### src/rtl/shifter_sequencer.sv
// shifter_sequencer: fetches 16-bit pixel words into a one-entry buffer and sequences shifter load/shift strobes per line
// Ports: dotclk_i/reset_i clock and async active-high reset; hstart_i/bpp_i/words_i line start and config;
//   word_req_o/word_ack_i/word_dat_i word fetch handshake; dat_o/load_o/shift{1,2,4,8}_o shifter control;
//   active_o/line_done_o/underrun_o line status.
module shifter_sequencer #(
  parameter int WORDS_W = 8
) (
  input  logic               dotclk_i,
  input  logic               reset_i,
  input  logic               hstart_i,
  input  logic [1:0]         bpp_i,
  input  logic [WORDS_W-1:0] words_i,
  output logic               word_req_o,
  input  logic               word_ack_i,
  input  logic [15:0]        word_dat_i,
  output logic [15:0]        dat_o,
  output logic               load_o,
  output logic               shift1_o,
  output logic               shift2_o,
  output logic               shift4_o,
  output logic               shift8_o,
  output logic               active_o,
  output logic               line_done_o,
  output logic               underrun_o
);
  typedef enum logic [1:0] {IDLE, PRIME, ACTIVE, DRAIN} state_t;
  state_t             r_state, w_state_n;
  logic [1:0]         r_bpp;
  logic [WORDS_W-1:0] r_words, r_fetched, r_consumed, w_words_n, w_fetched_n, w_consumed_n;
  logic [15:0]        r_buf;
  logic               r_full, w_full_n, w_ack, w_start, w_eol, w_load_n, w_req_n;
  logic [3:0]         r_pix, w_pix_n, w_ppw_m1;

  assign dat_o = r_full ? r_buf : 16'h0000;

  always_comb begin
    w_ppw_m1 = 4'hF >> r_bpp;
    w_ack = word_req_o && word_ack_i;
    w_start = r_state == IDLE && hstart_i && words_i != '0;
    // last pixel of the last word: every word has already been loaded
    w_eol = r_state == ACTIVE && r_pix == w_ppw_m1 && r_consumed == r_words;
    w_state_n = r_state;
    case (r_state)
      IDLE:   w_state_n = w_start ? PRIME : IDLE;
      PRIME:  w_state_n = load_o ? ACTIVE : PRIME;
      ACTIVE: w_state_n = !w_eol ? ACTIVE : (word_req_o && !word_ack_i) ? DRAIN : IDLE;
      DRAIN:  w_state_n = w_ack ? IDLE : DRAIN;
    endcase
    w_words_n = w_start ? words_i : r_words;
    w_fetched_n = w_start ? '0 : r_fetched + WORDS_W'(w_ack);
    // every load cycle consumes a word, including an underrun with an empty buffer
    w_consumed_n = w_start ? '0 : r_consumed + WORDS_W'(load_o);
    // an ack only arrives with the buffer empty, so it never collides with a real load
    w_full_n = (w_state_n == IDLE || w_state_n == DRAIN) ? 1'b0 : w_ack ? 1'b1 : load_o ? 1'b0 : r_full;
    w_pix_n = (r_state == ACTIVE && r_pix != w_ppw_m1) ? r_pix + 4'd1 : 4'd0;
    w_load_n = (r_state == PRIME && w_ack) ||
               (r_state == ACTIVE && w_state_n == ACTIVE && w_pix_n == w_ppw_m1 && w_consumed_n < r_words);
    w_req_n = w_state_n == DRAIN ||
              ((w_state_n == PRIME || w_state_n == ACTIVE) && !w_full_n && w_fetched_n < w_words_n);
  end

  always_ff @(posedge dotclk_i or posedge reset_i) begin
    if (reset_i) begin
      r_state     <= IDLE;
      r_bpp       <= 2'd0;
      r_words     <= '0;
      r_fetched   <= '0;
      r_consumed  <= '0;
      r_buf       <= 16'h0000;
      r_full      <= 1'b0;
      r_pix       <= 4'd0;
      word_req_o  <= 1'b0;
      load_o      <= 1'b0;
      underrun_o  <= 1'b0;
      shift1_o    <= 1'b0;
      shift2_o    <= 1'b0;
      shift4_o    <= 1'b0;
      shift8_o    <= 1'b0;
      active_o    <= 1'b0;
      line_done_o <= 1'b0;
    end else begin
      r_state     <= w_state_n;
      r_bpp       <= w_start ? bpp_i : r_bpp;
      r_words     <= w_words_n;
      r_fetched   <= w_fetched_n;
      r_consumed  <= w_consumed_n;
      r_buf       <= (w_ack && w_full_n) ? word_dat_i : r_buf;
      r_full      <= w_full_n;
      r_pix       <= w_pix_n;
      word_req_o  <= w_req_n;
      load_o      <= w_load_n;
      // load scheduled while no word will be buffered in time
      underrun_o  <= w_load_n && !w_full_n;
      shift1_o    <= w_state_n == ACTIVE && r_bpp == 2'd0;
      shift2_o    <= w_state_n == ACTIVE && r_bpp == 2'd1;
      shift4_o    <= w_state_n == ACTIVE && r_bpp == 2'd2;
      shift8_o    <= w_state_n == ACTIVE && r_bpp == 2'd3;
      active_o    <= w_state_n == ACTIVE;
      line_done_o <= w_eol;
    end
  end
endmodule

### config.mk
export PLATFORM = sky130hd
export DESIGN_NAME = shifter_sequencer
export DESIGN_NICKNAME = d
export VERILOG_FILES = /design/src/rtl/shifter_sequencer.sv
export SDC_FILE = /design/constraint.sdc
export NUM_CORES = 1
export LEC_CHECK = 0
export CAP_MARGIN = 20
export CORE_UTILIZATION = 48
export CTS_CLUSTER_DIAMETER = 200
export DETAILED_ROUTE_END_ITERATION = 7
export PLACE_DENSITY = 0.89
export SLEW_MARGIN = 20
export SYNTH_ARGS = -nofsm -noshare
export SYNTH_HDL_FRONTEND = slang
export SYNTH_SLANG_ARGS = --single-unit
### constraint.sdc
create_clock -name dotclk_i -period 2.79 [get_ports dotclk_i]
set_input_delay 0.279 -clock dotclk_i [delete_from_list [all_inputs] [get_ports dotclk_i]]
set_output_delay 0.279 -clock dotclk_i [all_outputs]
set_load 0.05 [all_outputs]
== Word-level counts from Yosys, hierarchy flattened ==
Index checks and enable logic that the tools add are counted.

* Add/sub/neg operators: 3
* Order comparisons: 2
* Equal/unequal tests: 13
* Shifts and indexed selects: 1
* Multiplexer cells: 14
* Reductions and logical operators: 29

{| class="wikitable"
|+ Operators with widths
! cell !! count
|-
| 2-to-1 mux 8 bit || 3
|-
| logical AND 1 bit || 19
|-
| adder 8 x 1 -> 8 bit || 2
|-
| less-than comparator 8 bit || 2
|-
| 2-to-1 mux 16 bit || 1
|-
| equality test 2 bit, second input constant || 6
|-
| equality test 4 bit || 2
|-
| equality test 8 bit || 1
|-
| 2-to-1 mux 2 bit || 4
|-
| one-hot mux 2 bit (4 select lines) || 1
|-
| nonzero test 8 bit || 1
|-
| equality test 2 x 1 -> 1 bit, second input constant || 3
|-
| zero test 2 bit || 3
|-
| adder 4 x 1 -> 4 bit, second input constant || 1
|-
| logical OR 1 bit || 4
|-
| 2-to-1 mux 1 bit || 4
|-
| 2-to-1 mux 4 bit || 1
|-
| != test 4 bit || 1
|-
| right shift 4 x 2 -> 4 bit, first input constant || 1
|-
| zero test 1 bit || 2
|}

* Register bits: 58
* Bits of input ports: 30
* Output and inout bits: 25
* Logic and storage cells: 79

== Longest topological paths before layout ==
* Word-level depth: 13
* Depth in mapped cells: 13
* Gate-level depth less buffers: 13

== Least setup slack after synthesis ==
Ideal clock, no wire load.

* Kind: flip-flop to flip-flop
* Start point: register r_bpp[0]
* End point: register r_buf[0]
* Library setup time: 0.125 ns
* Arrival: 2.809 ns
* Required time: 2.665 ns
* Path slack: -0.144 ns
* Stages on the path, launching flop included: 12
* Path buffers: 2
* Clock period less this slack: 2.934 ns
* Cells stage by stage: dfrtp_1 > buf_2 > nand2_1 > o31ai_2 > a21oi_2 > nor4_4 > o21ai_1 > a22o_1 > ha_1 > nand2_1 > clkbuf_1 > mux2_2

* Word-level cells in the longest chain between the ends: 10
* Elaborated cells between the ends (all ways): 11
* Classes of those cells: eq/ne: 2; shift: 1; mux: 3; reduce/logical: 5

{| class="wikitable"
|+ Ends and longest elaborated chain
! element !! line !! text
|-
| start, declared || 28 || <nowiki>logic [1:0] r_bpp;</nowiki>
|-
| start signal, assigned || 83 || <nowiki>r_bpp <= w_start ? bpp_i : r_bpp;</nowiki>
|-
| right shift 4 x 2 -> 4 bit (*) || 37 || <nowiki>w_ppw_m1 = 4'hF >> r_bpp;</nowiki>
|-
| equality test 4 bit (*) || 41 || <nowiki>w_eol = r_state == ACTIVE && r_pix == w_ppw_m1 && r_consumed == r_words;</nowiki>
|-
| logical AND 1 bit (*) (2 in a row) || 41 ||
|-
| named net w_eol || 31 || <nowiki>logic r_full, w_full_n, w_ack, w_start, w_eol, w_load_n, w_req_n;</nowiki>
|-
| 2-to-1 mux 2 bit (*) || 46 || <nowiki>ACTIVE: w_state_n = !w_eol ? ACTIVE : (word_req_o && !word_ack_i) ? DRAIN : IDLE;</nowiki>
|-
| one-hot mux 2 bit (4 select lines) (*) || 43 || <nowiki>case (r_state)</nowiki>
|-
| named net w_state_n[1] || 27 || <nowiki>state_t r_state, w_state_n;</nowiki>
|-
| equality test 2 bit / zero test 2 bit (equally long branches) || 54 || <nowiki>w_full_n = (w_state_n == IDLE || w_state_n == DRAIN) ? 1'b0 : w_ack ? 1'b1 : load_o ? 1'b0 : r_full;</nowiki>
|-
| logical OR 1 bit (*) || 54 ||
|-
| 2-to-1 mux 1 bit (*) || 54 ||
|-
| logical AND 1 bit (*) || 87 || <nowiki>r_buf <= (w_ack && w_full_n) ? word_dat_i : r_buf;</nowiki>
|-
| end signal, assigned || 87 ||
|-
| end, declared || 30 || <nowiki>logic [15:0] r_buf;</nowiki>
|}

Mark *: on every way through the listed nets, which the timed path passes. The rest lies on a longest branch.
A chain may end at the register's enable or synchronous reset.

== Worst setup path after layout ==
* Start point: register r_pix[2]
* End point: register underrun_o

* Word-level cells in the longest chain between the ends: 11
* Elaborated cells between the ends (all ways): 21
* Classes of those cells: add/sub: 1; eq/ne: 5; mux: 4; reduce/logical: 11

{| class="wikitable"
|+ Ends and longest elaborated chain
! element !! line !! text
|-
| start, declared || 32 || <nowiki>logic [3:0] r_pix, w_pix_n, w_ppw_m1;</nowiki>
|-
| start signal, assigned || 89 || <nowiki>r_pix <= w_pix_n;</nowiki>
|-
| equality test 4 bit (*) || 41 ||
|-
| logical AND 1 bit (*) (2 in a row) || 41 ||
|-
| named net w_eol || 31 ||
|-
| 2-to-1 mux 2 bit (*) || 46 ||
|-
| one-hot mux 2 bit (4 select lines) (*) || 43 ||
|-
| named net w_state_n[1] || 27 ||
|-
| equality test 2 bit || 57 || <nowiki>(r_state == ACTIVE && w_state_n == ACTIVE && w_pix_n == w_ppw_m1 && w_consumed_n < r_words);</nowiki>
|-
| logical AND 1 bit (3 in a row) || 57 ||
|-
| logical OR 1 bit || 56 || <nowiki>w_load_n = (r_state == PRIME && w_ack) ||</nowiki>
|-
| logical AND 1 bit (*) || 93 || <nowiki>underrun_o <= w_load_n && !w_full_n;</nowiki>
|-
| end signal, assigned || 93 ||
|-
| end, declared || 24 || <nowiki>output logic underrun_o</nowiki>
|}

Marked as above.

==> metrics.txt <==
Crit Reg-Reg Endpoint underrun_o; Synth top area share 0.471; initial cell density of the core 0.509; Final Instance Count excl. Fillers 453; total of hold buffers inserted after clock tree synthesis 0; number of library cell types mapped by synthesis 45; 1st-iter DRT viols 136; adder-cell area share of the yosys netlist 0.0852; DP HPWL 5250 um; TritonCTS clock tree yes; Clock Path Buffers 2; Layout Area Growth over Synthesis 36.8%; RD Place Congestion 0.871; area of the mapped netlist 0.00308 mm^2; most used standard cell by instance count after synthesis dfrtp_1; routed via count divided by cell count 5.45; endpoint of the most critical setup path underrun_o; worst slew slack as a fraction of its limit 0.650; die area 0.00675 mm^2; total number of nets in the final design 424; critical path start-end classification reg -> reg; Rows 28; Clk Tree Root Cell clkbuf_8; Fin. Hold Viols 0; cell with the largest stage delay on the worst path dfrtp_2; number of clock buffers inserted by TritonCTS 9; maximum number of pins on one net before global-route repair 36; I/O pin count 55; crit path capture type flip-flop; slew at the pin closest to its max-slew limit 0.523 ns; cells taking the most area after synthesis dfrtp_1 47%, ha_1 8.5%, mux2_2 5.8%; number of instances in the synthesized netlist 285; EDFF count, synth 0; count of vias placed by the detailed router 2469; leakage power of the design 2.00 nW; Post-synth top cells 58 x dfrtp_1, 29 x nor2_1, 21 x ha_1; clock-pin slew reported for the worst setup and hold paths after clock tree synthesis 0.07 ns; die width 82.2 um; Core Area 0.00606 mm^2; cell-by-cell trace of the critical path nor4bb_1 > a32o_2 > a21oi_2 > nor4_4 > o21ai_1 > a22o_1 > buf_4 > ha_1 > nor4b_2 > o311a_1 > a21oi_2 > nor3_2; post-detailed-route DRC marker count 0; share of flip-flops with an asynchronous set or reset 1.00; Vert. Die Dim 82.2 um; number of cells traversed by the worst register-to-register path 12; worst path required time 3.02 ns; net count after synthesis 336; global router's overall resource usage 0.241; flop and latch count out of synthesis 58; clock net sink count 58; run status finished clean; PwrDens 1040 mW/mm^2; compound-gate portion of the synthesized area 0.0864; shortest clock period the worst path allows after layout 2.73 ns; total global routing overflow 0; depth of the critical timing path with buffers and inverters included 12; critical-path maximum fanout 5; crit-path max cell delay 0.45 ns; CP Buf/Inv Count 1; maximum resistive drop on vdd 0.582 mV; family with the most delay on the worst path compound AO/OA/AOI/OAI gates; CP startpoint r_pix[2]; # fillers 414; clock skew after layout 0.0127 ns; share of cell area taken by muxes after synthesis 0.0657; number of iterations in the first detailed-routing pass 5; number of buffers inserted by port buffering 54; Worst EP arrival 2.96 ns; Finish-stage setup viols 0; combinational family with the most area after synthesis simple AND/OR/NAND/NOR gates; antenna violations before repair 0; layout cells sized above 1 0.249; hold crit path type in -> async; max capacitance violation total 0; wire length of the first global-routing pass 11700 um; Tcrit/Tclk final 0.979; mean cell area of the mapped netlist 10.8 um^2; deepest level of the CTS H-tree 3; Setup Total Neg Slack 0 ns; Synth Area in Simple Gates 0.188; cell repeated most along the worst path a21oi_2; WL per Instance 16.1 um; insertion delay to the later sink of the worst-skew pair 0.35 ns; largest area contributor in the synthesized netlist dfrtp_1; fmax 366 MHz; worst-case register-to-register setup slack 0.06 ns; Max Slew Vio Count 0; synthesized-area fraction occupied by xor and xnor cells 0.0682; sequential cell area fraction in the yosys report 0.471; critical path startpoint category flip-flop; top flip-flop cell by instance count after synthesis dfrtp_1; DRT Wirelength 7270 um; RR Startpoint r_pix[2]; diode count 0; Antenna Nets Post-Route 0; number of global-route vias before repair 2519; number of placed instances with taps included 434; number of warnings printed during yosys synthesis 0
routing by layer:
| layer | global-route usage | wire (um) | vias up |
|---|---|---|---|
| met4 | 0.128 | 165 | 0 |
| met3 | 0.0802 | 511 | 18 |
| li1 | - | - | 1160 |
| met2 | 0.391 | 3650 | 93 |
| met1 | 0.282 | 2940 | 1198 |
| met5 | 0 | 0 | - |
kinds of logic after synthesis:
logic type,Yosys count
compound gates,34
xor+xnor,24
fa+ha+maj,21
buf+inv,26
flops,58
mux,18
simple gates,104
cells in the final DEF, fill, tap and decap left out, types with 9 or more instances in the layout:
cell,n
buf_4,28
clkdlybuf4s50_1,54
dfrtp_1,55
nor2_1,29
nand2_1,10
mux2_2,16
and2_1,18
nand3_1,10
ha_1,20
xor2_1,17
a21oi_2,9
clkbuf_8,9
inv_1,11
area by class of cell:
type                            instances  area, um^2  share of cell area
Inverter                               18        67.6              0.0160
Timing Repair Buffer                   85         802               0.190
Clock buffer                           10         128              0.0302
Multi-Input combinational cell        201        1570               0.372
Clock inverter                          6         105              0.0249
Tap cell                               75        93.8              0.0222
Sequential cell                        58        1460               0.345
state kept, by name, summed over array words and instances, names as in the netlist, 2 cells and up:
signal and flops:
r_fetched 8, r_words 8, r_state 2, r_buf 16, r_bpp 2, r_consumed 8, r_pix 4
power by group:
group | internal [mW] | switching [mW]
sequential | 1.12 | 0.219
clock | 0.588 | 0.342
combinational | 0.951 | 1.17
total | 2.66 | 1.73
per-stage QoR:
step / total power [mW] / hold slack (ns) / util / area, um^2 / worst slack [ns]
6_report: 4.39 / 0.292 / 0.696 / 4220 / 0.0579
5_1_grt: 4.67 / 0.341 / 0.696 / 4220 / -0.0134
4_1_cts: 4.31 / 0.315 / 0.687 / 4170 / 0.0188
3_5_place_dp: 3.34 / 0.488 / 0.645 / 3910 / -0.191
3_3_place_gp: 3.24 / 0.480 / 0.645 / 3910 / -0.123
2_1_floorplan: 2.66 / 0.390 / - / 3090 / 0.0121
worst reg2reg max path, stage by stage, from the launching register on:
cell      delay [ns]
dfrtp_2         0.45
nor4bb_1        0.27
a32o_2          0.19
a21oi_2         0.07
nor4_4          0.37
o21ai_1         0.09
a22o_1          0.24
buf_4           0.16
ha_1            0.20
nor4b_2         0.17
o311a_1         0.17
a21oi_2         0.19
nor3_2          0.05
worst min path at each step:
| stage | slack [ns] | to |
|---|---|---|
| after floorplan | 0.39 | r_words[1] |
| after global placement | 0.48 | r_buf[9] |
| after detailed placement | 0.49 | r_buf[4] |
| after CTS | 0.32 | shift8_o |
| after global routing | 0.34 | shift8_o |
| final | 0.29 | shift8_o |
repair_timing:
item                       4_1_cts  5_1_grt
gates resized for setup          5        7
pin swaps                        3        1
setup endpoints to repair       18       19
buffers inserted                 1        2
Power figures use the tool's default switching activity.
